File: config.mk
export PLATFORM = sky130hd
export DESIGN_NAME = jtcps1_obj_rom_arb
export DESIGN_NICKNAME = d
export VERILOG_FILES = /design/src/rtl/jtcps1_obj_pkg.sv /design/src/rtl/jtcps1_obj_arb_slot.sv /design/src/rtl/jtcps1_obj_rom_arb.sv
export SDC_FILE = /design/constraint.sdc
export NUM_CORES = 1
export LEC_CHECK = 0
export CAP_MARGIN = 10
export CORE_MARGIN = 4
export CORE_UTILIZATION = 25
export DETAILED_ROUTE_END_ITERATION = 12
export SLEW_MARGIN = 20
export SYNTH_ARGS = -nofsm -noshare
export SYNTH_HDL_FRONTEND = slang
export SYNTH_SLANG_ARGS = --single-unit
File: constraint.sdc
create_clock -name clk -period 4.7 [get_ports clk]
set_input_delay 0.47 -clock clk [delete_from_list [all_inputs] [get_ports clk]]
set_output_delay 0.47 -clock clk [all_outputs]
set_load 0.005 [all_outputs]
File: src/rtl/jtcps1_obj_pkg.sv
// Shared definitions for the CPS1 object-ROM arbiter: ROM geometry and the
// arbiter FSM state encoding.
package jtcps1_obj_pkg;

  localparam int OBJ_ROM_AW = 20;
  localparam int OBJ_ROM_DW = 32;

  typedef enum logic [1:0] {
    ST_IDLE  = 2'd0,
    ST_ISSUE = 2'd1,
    ST_WAIT  = 2'd2,
    ST_GAP   = 2'd3
  } arb_state_e;

endpackage

File: src/rtl/jtcps1_obj_arb_slot.sv
// One requester's result cache: tag/valid/data of the last completed fill and
// the combinational hit compare that drives the engine's ok flag.
module jtcps1_obj_arb_slot
  import jtcps1_obj_pkg::*;
#(
  parameter int AW = OBJ_ROM_AW,
  parameter int DW = OBJ_ROM_DW
) (
  input  logic          clk,
  input  logic          rst_n,
  input  logic [AW-1:0] req_addr,
  input  logic          req_half,
  input  logic          req_cs,
  input  logic          fill,
  input  logic [AW-1:0] fill_addr,
  input  logic          fill_half,
  input  logic [DW-1:0] fill_data,
  output logic [DW-1:0] data,
  output logic          ok,
  output logic          pend
);

  logic [AW-1:0] tag_addr;
  logic          tag_half;
  logic          valid;

  always_ff @(posedge clk or negedge rst_n) begin
    if (!rst_n) begin
      tag_addr <= '0;
      tag_half <= 1'b0;
      valid    <= 1'b0;
      data     <= '0;
    end else if (fill) begin
      tag_addr <= fill_addr;
      tag_half <= fill_half;
      valid    <= 1'b1;
      data     <= fill_data;
    end
  end

  // A hit needs the engine to be asking right now, so ok is low whenever cs is.
  assign ok   = valid & req_cs & (req_addr == tag_addr) & (req_half == tag_half);
  assign pend = req_cs & ~ok;

endmodule

File: src/rtl/jtcps1_obj_rom_arb.sv
// Shares the object-ROM SDRAM slot between two draw engines with per-engine
// result caching. Define JTCPS1_OBJ_ARB_FIXPRI_EN for fixed engine-0 priority.
module jtcps1_obj_rom_arb
  import jtcps1_obj_pkg::*;
#(
  parameter int AW = OBJ_ROM_AW,
  parameter int DW = OBJ_ROM_DW
) (
  input  logic          clk,
  input  logic          rst_n,
  input  logic [AW-1:0] req0_addr,
  input  logic          req0_half,
  input  logic          req0_cs,
  output logic [DW-1:0] req0_data,
  output logic          req0_ok,
  input  logic [AW-1:0] req1_addr,
  input  logic          req1_half,
  input  logic          req1_cs,
  output logic [DW-1:0] req1_data,
  output logic          req1_ok,
  output logic [AW-1:0] rom_addr,
  output logic          rom_half,
  output logic          rom_cs,
  input  logic [DW-1:0] rom_data,
  input  logic          rom_ok
);

  arb_state_e    state, state_nxt;
  logic          grant, grant_nxt;
  logic          last_grant, last_grant_nxt;
  logic          rom_cs_nxt;
  logic [AW-1:0] rom_addr_nxt;
  logic          rom_half_nxt;
  logic          pend0, pend1;
  logic          fill0, fill1;
  logic          pick;
  logic          g_cs, g_half, abort;
  logic [AW-1:0] g_addr;

  jtcps1_obj_arb_slot #(.AW(AW), .DW(DW)) u_slot0 (
    .clk       (clk),
    .rst_n     (rst_n),
    .req_addr  (req0_addr),
    .req_half  (req0_half),
    .req_cs    (req0_cs),
    .fill      (fill0),
    .fill_addr (rom_addr),
    .fill_half (rom_half),
    .fill_data (rom_data),
    .data      (req0_data),
    .ok        (req0_ok),
    .pend      (pend0)
  );

  jtcps1_obj_arb_slot #(.AW(AW), .DW(DW)) u_slot1 (
    .clk       (clk),
    .rst_n     (rst_n),
    .req_addr  (req1_addr),
    .req_half  (req1_half),
    .req_cs    (req1_cs),
    .fill      (fill1),
    .fill_addr (rom_addr),
    .fill_half (rom_half),
    .fill_data (rom_data),
    .data      (req1_data),
    .ok        (req1_ok),
    .pend      (pend1)
  );

  // The granted engine must still want exactly what is on the ROM bus,
  // otherwise the transfer is abandoned without filling its cache.
  assign g_cs   = grant ? req1_cs   : req0_cs;
  assign g_addr = grant ? req1_addr : req0_addr;
  assign g_half = grant ? req1_half : req0_half;
  assign abort  = ~g_cs | (g_addr != rom_addr) | (g_half != rom_half);

  always_ff @(posedge clk or negedge rst_n) begin
    if (!rst_n) begin
      state      <= ST_IDLE;
      grant      <= 1'b0;
      last_grant <= 1'b1;
      rom_cs     <= 1'b0;
      rom_addr   <= '0;
      rom_half   <= 1'b0;
    end else begin
      state      <= state_nxt;
      grant      <= grant_nxt;
      last_grant <= last_grant_nxt;
      rom_cs     <= rom_cs_nxt;
      rom_addr   <= rom_addr_nxt;
      rom_half   <= rom_half_nxt;
    end
  end

  always_comb begin
    state_nxt      = state;
    grant_nxt      = grant;
    last_grant_nxt = last_grant;
    rom_cs_nxt     = rom_cs;
    rom_addr_nxt   = rom_addr;
    rom_half_nxt   = rom_half;
    fill0          = 1'b0;
    fill1          = 1'b0;
`ifdef JTCPS1_OBJ_ARB_FIXPRI_EN
    pick           = ~pend0;
`else
    pick           = (pend0 & pend1) ? ~last_grant : pend1;
`endif
    case (state)
      ST_IDLE: begin
        if (pend0 | pend1) begin
          grant_nxt      = pick;
          last_grant_nxt = pick;
          rom_addr_nxt   = pick ? req1_addr : req0_addr;
          rom_half_nxt   = pick ? req1_half : req0_half;
          rom_cs_nxt     = 1'b1;
          state_nxt      = ST_ISSUE;
        end
      end
      // rom_ok here may still belong to the previous access, so it is ignored.
      ST_ISSUE: state_nxt = ST_WAIT;
      ST_WAIT: begin
        if (abort) begin
          rom_cs_nxt = 1'b0;
          state_nxt  = ST_GAP;
        end else if (rom_ok) begin
          fill0      = ~grant;
          fill1      = grant;
          rom_cs_nxt = 1'b0;
          state_nxt  = ST_GAP;
        end
      end
      ST_GAP:  state_nxt = ST_IDLE;
      default: state_nxt = ST_IDLE;
    endcase
  end

endmodule

; ---- Word level (Yosys, flattened, before mapping)
; Index checks and enable logic that the tools add are counted.
[classes]
mux = 20
n_reduce_logical = 5
bitwise_logic = 17
n_eq_ne = 11
[op_table]
columns = cell, n
row1 = 20-bit == test, 2
row2 = 20-bit two-way mux, 2
row3 = 20-bit != test, 1
row4 = 1-bit two-way mux, 13
row5 = 1-bit bitwise AND, 9
row6 = 2-bit one-hot mux with 4 select lines, 1
row7 = 2-bit two-way mux, 3
row8 = 1-bit NOT, 5
row9 = 2-bit == test (second input constant), 2
row10 = 2-bit AND reduction, 2
row11 = 3-bit != test (second input constant), 1
row12 = 1-bit OR, 3
row13 = 3-bit AND reduction, 1
row14 = 1-bit == test, 2
row15 = 2-bit by 1-bit == test with 1-bit output (second input constant), 1
row16 = 2-bit zero test, 1
row17 = 2-bit != test (second input constant), 1
row18 = 1-bit one-hot mux with 2 select lines, 1
row19 = 2-bit nonzero test, 1
row20 = 1-bit != test, 1
[word_totals]
regBits = 134
word_cells = 67
out_inout_bits = 88
in_bits = 79

; ---- Logic depth before layout (Yosys ltp)
; Gate-level depths: netlist of run 1.
[depth]
ltp_word = 8
ltp_mapped = 9
mapped_depth_nobuf = 7

; ---- By module
; From an unflattened synthesis of run 1, not the netlist that was laid out.
[unflattened]
cells_unflattened = 462
hier_area_um2 = 6182.2
[by_module_without_submodules]
columns = mod, cells_each, instances, seq_area_each_um2, area_each_um2
row1 = jtcps1_obj_arb_slot, 144, 2, 1351.3, 2224.6
row2 = jtcps1_obj_rom_arb, 174, 1, 651.9, 1732.9

; ---- Least setup slack after synthesis of run 1
; No wires, ideal clock.
[synth_timing]
kind = reg2reg
from = register grant
to = register u_slot0.data[10]
t_arrival_ps = 2544
setup_ps = 125
path_buffers = 3
t_required_ps = 4575
synth_period_minus_slack_ps = 2669
stages_incl_launch_ff = 10
path_slack_ps = 2031
path_cell_list = dfrtp_1 buf_6 buf_12 mux2i_1 xnor2_1 nor4_1 nand4_2 nor4_4 buf_6 mux2_4
[synth_via]
elab_chain_cells = 6
word_cells_on_any_way = 12
classes_between = eq/ne (2) / mux (6) / bitwise (4)
[synth_lines]
columns = element, line_no
row1 = start: declaration, jtcps1_obj_rom_arb.sv:29  ; logic grant, grant_nxt;
row2 = start signal: assignment, jtcps1_obj_rom_arb.sv:87  ; grant <= grant_nxt;
row3 = 20-bit two-way mux or 1-bit two-way mux (tied branches), "jtcps1_obj_rom_arb.sv:73, jtcps1_obj_rom_arb.sv:72"
row4 = 20-bit != test or 1-bit NOT (tied branches), jtcps1_obj_rom_arb.sv:75  ; assign abort = ~g_cs | (g_addr != rom_addr) | (g_half != rom_half);
row5 = 1-bit OR (2 in a row), jtcps1_obj_rom_arb.sv:75
row6 = 1-bit two-way mux (*), jtcps1_obj_rom_arb.sv:123  ; if (abort) begin
row7 = 1-bit two-way mux (*), jtcps1_obj_rom_arb.sv:109  ; case (state)
row8 = end signal: assignment, jtcps1_obj_arb_slot.sv:37  ; data <= fill_data;
row9 = end: declaration, jtcps1_obj_arb_slot.sv:18  ; output logic [DW-1:0] data,
; Every way passes the cells marked *; elsewhere a longest branch is shown, timed or not.
; A chain may end at the register's enable or synchronous reset.

; ---- Worst setup path after layout of run 1
[layout_timing]
from = register grant
to = register u_slot1.data[6]
[layout_via]
elab_chain_cells = 6
word_cells_on_any_way = 11
classes_between = eq/ne (2) / mux (6) / bitwise (3)
[layout_lines]
columns = element, line_no
row1 = 20-bit two-way mux or 1-bit two-way mux (tied branches), "jtcps1_obj_rom_arb.sv:73, jtcps1_obj_rom_arb.sv:72"
row2 = 20-bit != test or 1-bit NOT (tied branches), jtcps1_obj_rom_arb.sv:75
row3 = 1-bit OR (2 in a row), jtcps1_obj_rom_arb.sv:75
row4 = 1-bit two-way mux (*), jtcps1_obj_rom_arb.sv:123
row5 = 1-bit two-way mux (*), jtcps1_obj_rom_arb.sv:109
row6 = end signal: assignment, jtcps1_obj_arb_slot.sv:37
row7 = end: declaration, jtcps1_obj_arb_slot.sv:18
; Marks and branches as above.

==> flow_summary.toml, run 1 <==
[global_routing]
grt_pass1_vias = 4700
overflow = 0
grt.total_usage_pct = 12.9
antenna_found_initial = 2
grt_max_degree = 102
grt_pass1_wl_um = 28400

[yosys]
async_flop_share_pct = 100
ys_seq_elements = 134
synth.distinct_cells = 37
syn-mean-instance-area_sq_um = 13.8
synth_nets = 558
seq_area_frac_synth_pct = 51.1
syn_area_sq_mm = 0.00656
ys.flop_type = "dfrtp_1"
synth_area_leaders = "dfrtp_1 (51%), mux2_4 (13%), mux2_2 (8.4%), mux2i_1 (6.4%), xor2_1 (5.1%)"
synth.top_cell.area_share_pct = 50.7
synth-edff-count = 0
syn_inst = 476
yosys_warnings = 0
synth_area_leader_cell = "dfrtp_1"

[routing]
first_iter_violations = 264
via_count = 4341
post-route-drc-count = 0
wl_um = 18400
antenna_left = 0
wl_per_cell_um = 18.5
first_pass_iters = 4
via_per_inst = 4.37

[place]
dp_hpwl_um = 13200
dp_slack_ps = 882
io_buffers = 166
dpl_cell_area_sq_mm = 0.00853
gp_congestion = 0.779

[cells_and_area]
layout.nets = 729
insertedDiodeCount = 0
final_area_sq_mm = 0.00908
final_common_cell = "clkdlybuf4s50_1"
syn_to_final_growth_pct = 38.4
fin_util_pct = 35.0
drive_gt1_share_pct = 23.5
layout_common_cells = "clkdlybuf4s50_1 (165), dfrtp_1 (133), mux2_4 (58)"

[sta]
slew_headroom_pct = 33.4
layout_setup_ws_ps = 923
fin_worst_skew_ps = 11.2
timing.hold.ws_ps = 155
finalHoldViolCount = 0
setup_tns_ps = 0
rsz0062_at_grt = "no"
worst_pin_slew_ps = 999
period_share_pct = 80.4
finalSetupViolations = 0
period_needed_ps = 3780
maxSlewViolCount = 0
fmax_ghz = 0.265

[setup_path]
crit_fanout = 34
endpoint_kind = "register"
slowest_delay_ps = 1000
critical-path-top-delay-family = "simple AND/OR/NAND/NOR gates"
path_cells = "buf_4 > mux2i_1 > xnor2_1 > nor4_1 > nand4_2 > nor4_4 > buf_4 > mux2_2"
cp_data_arrival_time_ps = 4080
crit_buf_inv = 2
start_kind = "register"
slowest_stage = "dfrtp_1"
critical_path_required_ps = 5000
ff2ff_path_depth = 8
path_depth = 8
path_class = "register to register"
path_common_cell = "buf_4"

[clock_network]
cts_setup_buffers = 0
clkSinkCount = 134
cts_tree = "built"
clockRootBuffer = "clkbuf_16"
cts-buffers-inserted = 17
htreeDepth = 4
clk_path_buf_depth = 2
clk_latency_ps = 420
cts_hold_buf = 0
clk_pin_slew_ps = 60
cts_resized = 0

[die]
chipHeight_um = 170
core_sq_mm = 0.0259
fp.dieW_um = 170
initial_core_util_pct = 25.3
rows = 59
dieArea_sq_mm = 0.0289
ios = 167

[min_path]
hp-class = "primary input to async pin"

[flow_run]
cap_violations = 0

[power_and_ir_drop]
peakVddDrop_uv = 212
p_leak_nw = 4.09
powerDensity_mw_per_mm2 = 400

[run_status]
outcome = "completed"
==> flip-flops by register name, summed over array words and instances (netlist names) <==
name / flops
grant: 1
last_grant: 1
rom_addr: 20
rom_cs: 1
rom_half: 1
state: 2
u_slot0.data: 32
u_slot0.tag_addr: 20
u_slot0.tag_half: 1
u_slot0.valid: 1
u_slot1.data: 32
u_slot1.tag_addr: 20
u_slot1.tag_half: 1
u_slot1.valid: 1
==> final timing paths <==
check | startpoint | to | slack, ps
setup / recovery | grant | u_slot1.data[6] | 920
hold / removal | rst_n | rom_addr[15] | 150
setup reg to reg | grant | u_slot1.data[6] | 920
hold reg to reg | u_slot0.valid | u_slot0.valid | 470
max in group asynchronous | rst_n | rom_addr[0] | 3470
min in group clk | u_slot0.valid | u_slot0.valid | 470
==> cell families after synthesis <==
family	share of synthesized area, %
AO/OA/AOI/OAI	3.17
adder cells (fa/ha/maj)	0.572
AND/OR/NAND/NOR	5.78
multiplexers	28.3
buffers and inverters	3.20
flip-flops	51.1
XOR/XNOR	7.88
==> layout make-up <==
class | count | area [sq um]
flip-flops and latches | 134 | 3350
clock buffers | 19 | 443
well taps | 335 | 419
repair buffers | 173 | 1740
fillers | 2566 | 16800
clock inverters | 12 | 105
multi-input cells | 315 | 3000
inverters | 6 | 22.5
==> metal layers <==
layer | wire [um] | global-route usage [%]
met1 | 7860 | 16.5
met2 | 8460 | 19.8
met3 | 1930 | 6.48
met4 | 137 | 2.81
met5 | 21 | 0
==> metrics by stage <==
| stage | cells | power, mW |
|---|---|---|
| CTS | 994 | 3.69 |
| floorplan | 476 | 1.94 |
| global route | 994 | 3.83 |
| global placement | 963 | 2.38 |
| detailed placement | 963 | 2.39 |
| finish | 994 | 3.63 |
==> synthesized netlist by cell type (all sizes together) (2+ instances only) <==
library cell and n:
clkbuf 6, nor2 27, nor4 19, or2 2, a21oi 23, ha 3
mux2i 42, buf 15, xor2 38, dfrtp 133, o21ai 5, mux2 108
nand4 4, xnor2 21, or4b 2, inv 6, nand2 8
==> worst register-to-register path, stage by stage (launching register included) <==
cell and delay (ps):
dfrtp_1 1000, buf_4 330, mux2i_1 230, xnor2_1 110
nor4_1 430, nand4_2 280, nor4_4 360, buf_4 490
mux2_2 440
==> where the power goes <==
part / switching, mW / internal [mW]
Combinational: 0.412 / 0.477
Clock: 0.535 / 0.738
Sequential: 0.201 / 1.27
(Power assumes the default switching activity.)
==> inputs of run 2 (changes only) <==
Clock period 4.7 ns to 3.9 ns, I/O delays scaled along.
==> flow_summary.toml, run 2 (same netlist as run 1, synthesis figures left out) <==
[run_status]
outcome = "completed"

[min_path]
hp-class = "primary input to async pin"

[routing]
first_iter_violations = 231
post-route-drc-count = 0
via_per_inst = 4.38
wl_per_cell_um = 18.6
via_count = 4370
first_pass_iters = 4
antenna_left = 0
wl_um = 18500

[clock_network]
clk_latency_ps = 430
cts_tree = "built"
cts_setup_buffers = 0
clk_path_buf_depth = 2
htreeDepth = 4
cts_hold_buf = 0
clkSinkCount = 134
clockRootBuffer = "clkbuf_16"
cts-buffers-inserted = 17
clk_pin_slew_ps = 60
cts_resized = 0

[sta]
rsz0062_at_grt = "no"
worst_pin_slew_ps = 962
slew_headroom_pct = 35.9
period_needed_ps = 3360
finalHoldViolCount = 0
maxSlewViolCount = 0
setup_tns_ps = 0
fmax_ghz = 0.298
finalSetupViolations = 0
period_share_pct = 86.0
fin_worst_skew_ps = 14.1

[power_and_ir_drop]
combPwrFrac_pct = 24.6
peakVddDrop_uv = 233
sw_frac_of_total_pct = 29.9
p_int_mw = 3.14
powerDensity_mw_per_mm2 = 490
p_switching_mw = 1.34
p_seq_share_pct = 38.7
pwr-share-clk_pct = 36.6
p_leak_nw = 4.13

[place]
dp_hpwl_um = 13400
dpl_cell_area_sq_mm = 0.00856
gp_congestion = 0.768
io_buffers = 166

[cells_and_area]
syn_to_final_growth_pct = 39.5
drive_gt1_share_pct = 23.7
layout_common_cells = "clkdlybuf4s50_1 (165), dfrtp_1 (133), mux2_4 (58)"
layout.nets = 733
reg_top3 = "u_slot0.data: 32 flops, u_slot1.data: 32 flops"
final_area_sq_mm = 0.00915
insertedDiodeCount = 0
final_common_cell = "clkdlybuf4s50_1"
nFillCells = 2546

[global_routing]
grt_max_degree = 98
grt_pass1_vias = 4747
grt.total_usage_pct = 12.9
grt_pass1_wl_um = 28400
antenna_found_initial = 2
overflow = 0

[flow_run]
cap_violations = 0

[setup_path]
start_kind = "primary input"
r2r_start = "grant"
rr_endpoint = "u_slot1.data[23]"
ff2ff_path_depth = 8
critical_path_required_ps = 3510
r2r_setup_slack_ps = 620
endpoint_kind = "primary output"
crit_fanout = 3
path_class = "primary input to primary output"
cp_data_arrival_time_ps = 2970

[die]
dieArea_sq_mm = 0.0289
chipHeight_um = 170
ios = 167
core_sq_mm = 0.0259
initial_core_util_pct = 25.3
rows = 59
fp.dieW_um = 170
==> run 2: how the worst max path moves through the flow <==
stage,startpoint,to,slack [ps],depth (start not counted)
2_1_floorplan,grant,u_slot0.data[10],1230,9
3_3_place_gp,req0_addr[6],u_slot1.data[13],560,8
3_5_place_dp,req1_addr[14],u_slot1.data[23],540,8
4_1_cts,grant,u_slot1.data[23],570,8
5_1_grt,grant,u_slot1.data[17],430,8
6_report,req1_addr[5],req1_ok,540,5
==> run 2: layer usage <==
metal	part of all wire [%]	up-vias	GRT usage [%]
met3	9.6	18	5.88
li1	-	2048	-
met4	1.6	4	4.17
met5	0.14	-	0
met1	44	2145	16.3
met2	45	155	19.7
==> run 2: power groups by stage <==
stage | Combinational [mW] | Clock (mW) | Sequential, mW
floorplan | 0.632 | 0 | 1.70
global placement | 1.12 | 0 | 1.76
detailed placement | 1.13 | 0 | 1.76
CTS | 1.13 | 1.69 | 1.74
global route | 1.21 | 1.74 | 1.77
finish | 1.11 | 1.64 | 1.74
==> run 2: critical path, stage by stage <==
cell and delay (ps):
clkdlybuf4s50_1 480, xnor2_1 370, or4b_2 640, nor4_1 480, clkdlybuf4s50_1 600
==> run 2: area by class of cell <==
class | count | area, sq um | area share (%)
Sequential cell | 134 | 3350 | 36.7
Multi-Input combinational cell | 315 | 3000 | 32.7
Timing Repair Buffer | 177 | 1770 | 19.3
Clock buffer | 22 | 464 | 5.07
Tap cell | 335 | 419 | 4.58
Clock inverter | 9 | 126 | 1.38
Inverter | 6 | 22.5 | 0.246
==> run 2: through the flow <==
step	util, %	hold WS (ps)	setup WS (ps)	instances	power (mW)
2_1_floorplan	-	94.4	1230	476	2.33
3_3_place_gp	33.0	452	563	967	2.88
3_5_place_dp	33.0	459	543	967	2.89
4_1_cts	35.3	104	574	998	4.56
5_1_grt	35.3	131	431	998	4.72
6_report	35.3	56.9	545	998	4.49
==> inputs of run 3 (changes only) <==
Settings changed: GPL_TIMING_DRIVEN from default to 0.
==> flow_summary.toml, run 3 (same netlist as run 1, synthesis figures left out) <==
[flow_run]
cap_violations = 0

[die]
core_sq_mm = 0.0259
chipHeight_um = 170
dieArea_sq_mm = 0.0289
ios = 167
rows = 59
fp.dieW_um = 170
initial_core_util_pct = 25.3

[sta]
setup_tns_ps = 0
fin_worst_skew_ps = 13.0
maxSlewViolCount = 0
fmax_ghz = 0.287
worst_pin_slew_ps = 957
slew_headroom_pct = 35.7
period_share_pct = 89.3
period_needed_ps = 3480
layout_setup_ws_ps = 417
rsz0062_at_grt = "no"
finalSetupViolations = 0
finalHoldViolCount = 0

[cells_and_area]
fin_util_pct = 35.7
final_common_cell = "clkdlybuf4s50_1"
layout_common_cells = "clkdlybuf4s50_1 (165), dfrtp_1 (133), mux2_4 (58)"
reg_top3 = "u_slot0.data: 32 flops, u_slot1.data: 32 flops"
insertedDiodeCount = 0
regArea_sq_mm = 0.00335
nFillCells = 2542
drive_gt1_share_pct = 24.4
layout.nets = 745
syn_to_final_growth_pct = 41.0
multi_input_area_sq_mm = 0.00300
final_area_sq_mm = 0.00925

[setup_path]
path_class = "primary input to primary output"
crit_fanout = 3
endpoint_kind = "primary output"
ff2ff_path_depth = 9
start_kind = "primary input"
cp_data_arrival_time_ps = 3090
r2r_setup_slack_ps = 430
critical_path_required_ps = 3510

[place]
gp_congestion = 0.800
dp_hpwl_um = 14400
io_buffers = 166
dpl_cell_area_sq_mm = 0.00867
dp_slack_ps = 194

[global_routing]
antenna_found_initial = 2
overflow = 0
grt.total_usage_pct = 13.9
grt_pass1_wl_um = 30300
grt_pass1_vias = 4912
grt_max_degree = 81

[min_path]
hp-class = "register to register"
hold_depth = 1

[clock_network]
cts_tree = "built"
clkSinkCount = 134
cts-buffers-inserted = 17
clk_path_buf_depth = 2
clk_latency_ps = 420
htreeDepth = 4
clockRootBuffer = "clkbuf_16"
cts_setup_buffers = 0
clk_pin_slew_ps = 60

[power_and_ir_drop]
powerDensity_mw_per_mm2 = 489
power_mw = 4.52
p_leak_nw = 4.16
peakVddDrop_uv = 193

[run_status]
outcome = "completed"

[routing]
via_per_inst = 4.45
via_count = 4500
antenna_left = 0
first_pass_iters = 4
post-route-drc-count = 0
wl_um = 19900
wl_per_cell_um = 19.7
first_iter_violations = 227
-- run 3: per-layer routing --
layer  share of wire (%)  global-route usage, %  vias to the layer above
li1                    -                      -                     2063
met1                  44                   17.7                     2254
met4                 1.2                   3.72                        4
met5                0.11                      0                        -
met3                 8.6                   5.95                       22
met2                  46                   21.9                      157
-- run 3: layout make-up --
type	instances	area share, %
flip-flops and latches	134	36.3
clock inverters	14	1.51
multi-input cells	315	32.4
well taps	335	4.53
plain buffers	21	2.03
repair buffers	168	18.4
clock buffers	18	4.64
inverters	6	0.243
-- run 3: worst max-delay path: stages --
cell	delay, ps
clkdlybuf4s50_1	490
xnor2_1	280
or4b_2	610
nor4_1	180
nand3_1	100
nor4_1	440
clkdlybuf4s50_1	610
-- run 3: metrics by stage --
step | cells | hold WS (ps)
floorplan | 476 | 94.4
global placement | 977 | 451
detailed placement | 978 | 356
CTS | 1011 | 471
global route | 1011 | 506
finish | 1011 | 468
-- run 3: worst paths after layout --
kind / startpoint / to
max: req1_addr[0] / req1_ok
min: u_slot0.valid / u_slot0.valid
max reg2reg: grant / u_slot1.tag_addr[15]
min reg2reg: u_slot0.valid / u_slot0.valid
max in group asynchronous: rst_n / u_slot1.data[30]
min in group asynchronous: rst_n / u_slot1.tag_addr[7]
-- run 3: where the power goes --
group	internal [mW]	total [mW]	switching [mW]
Combinational	0.609	1.22	0.609
Clock	0.893	1.58	0.687
Sequential	1.53	1.72	0.193
Total	3.03	4.52	1.49
-- run 3: what timing repair did --
action / CTS / global route
hold buffers: 1 / 0
resized for setup: 0 / 0
endpoints found under the hold margin: 53 / 0
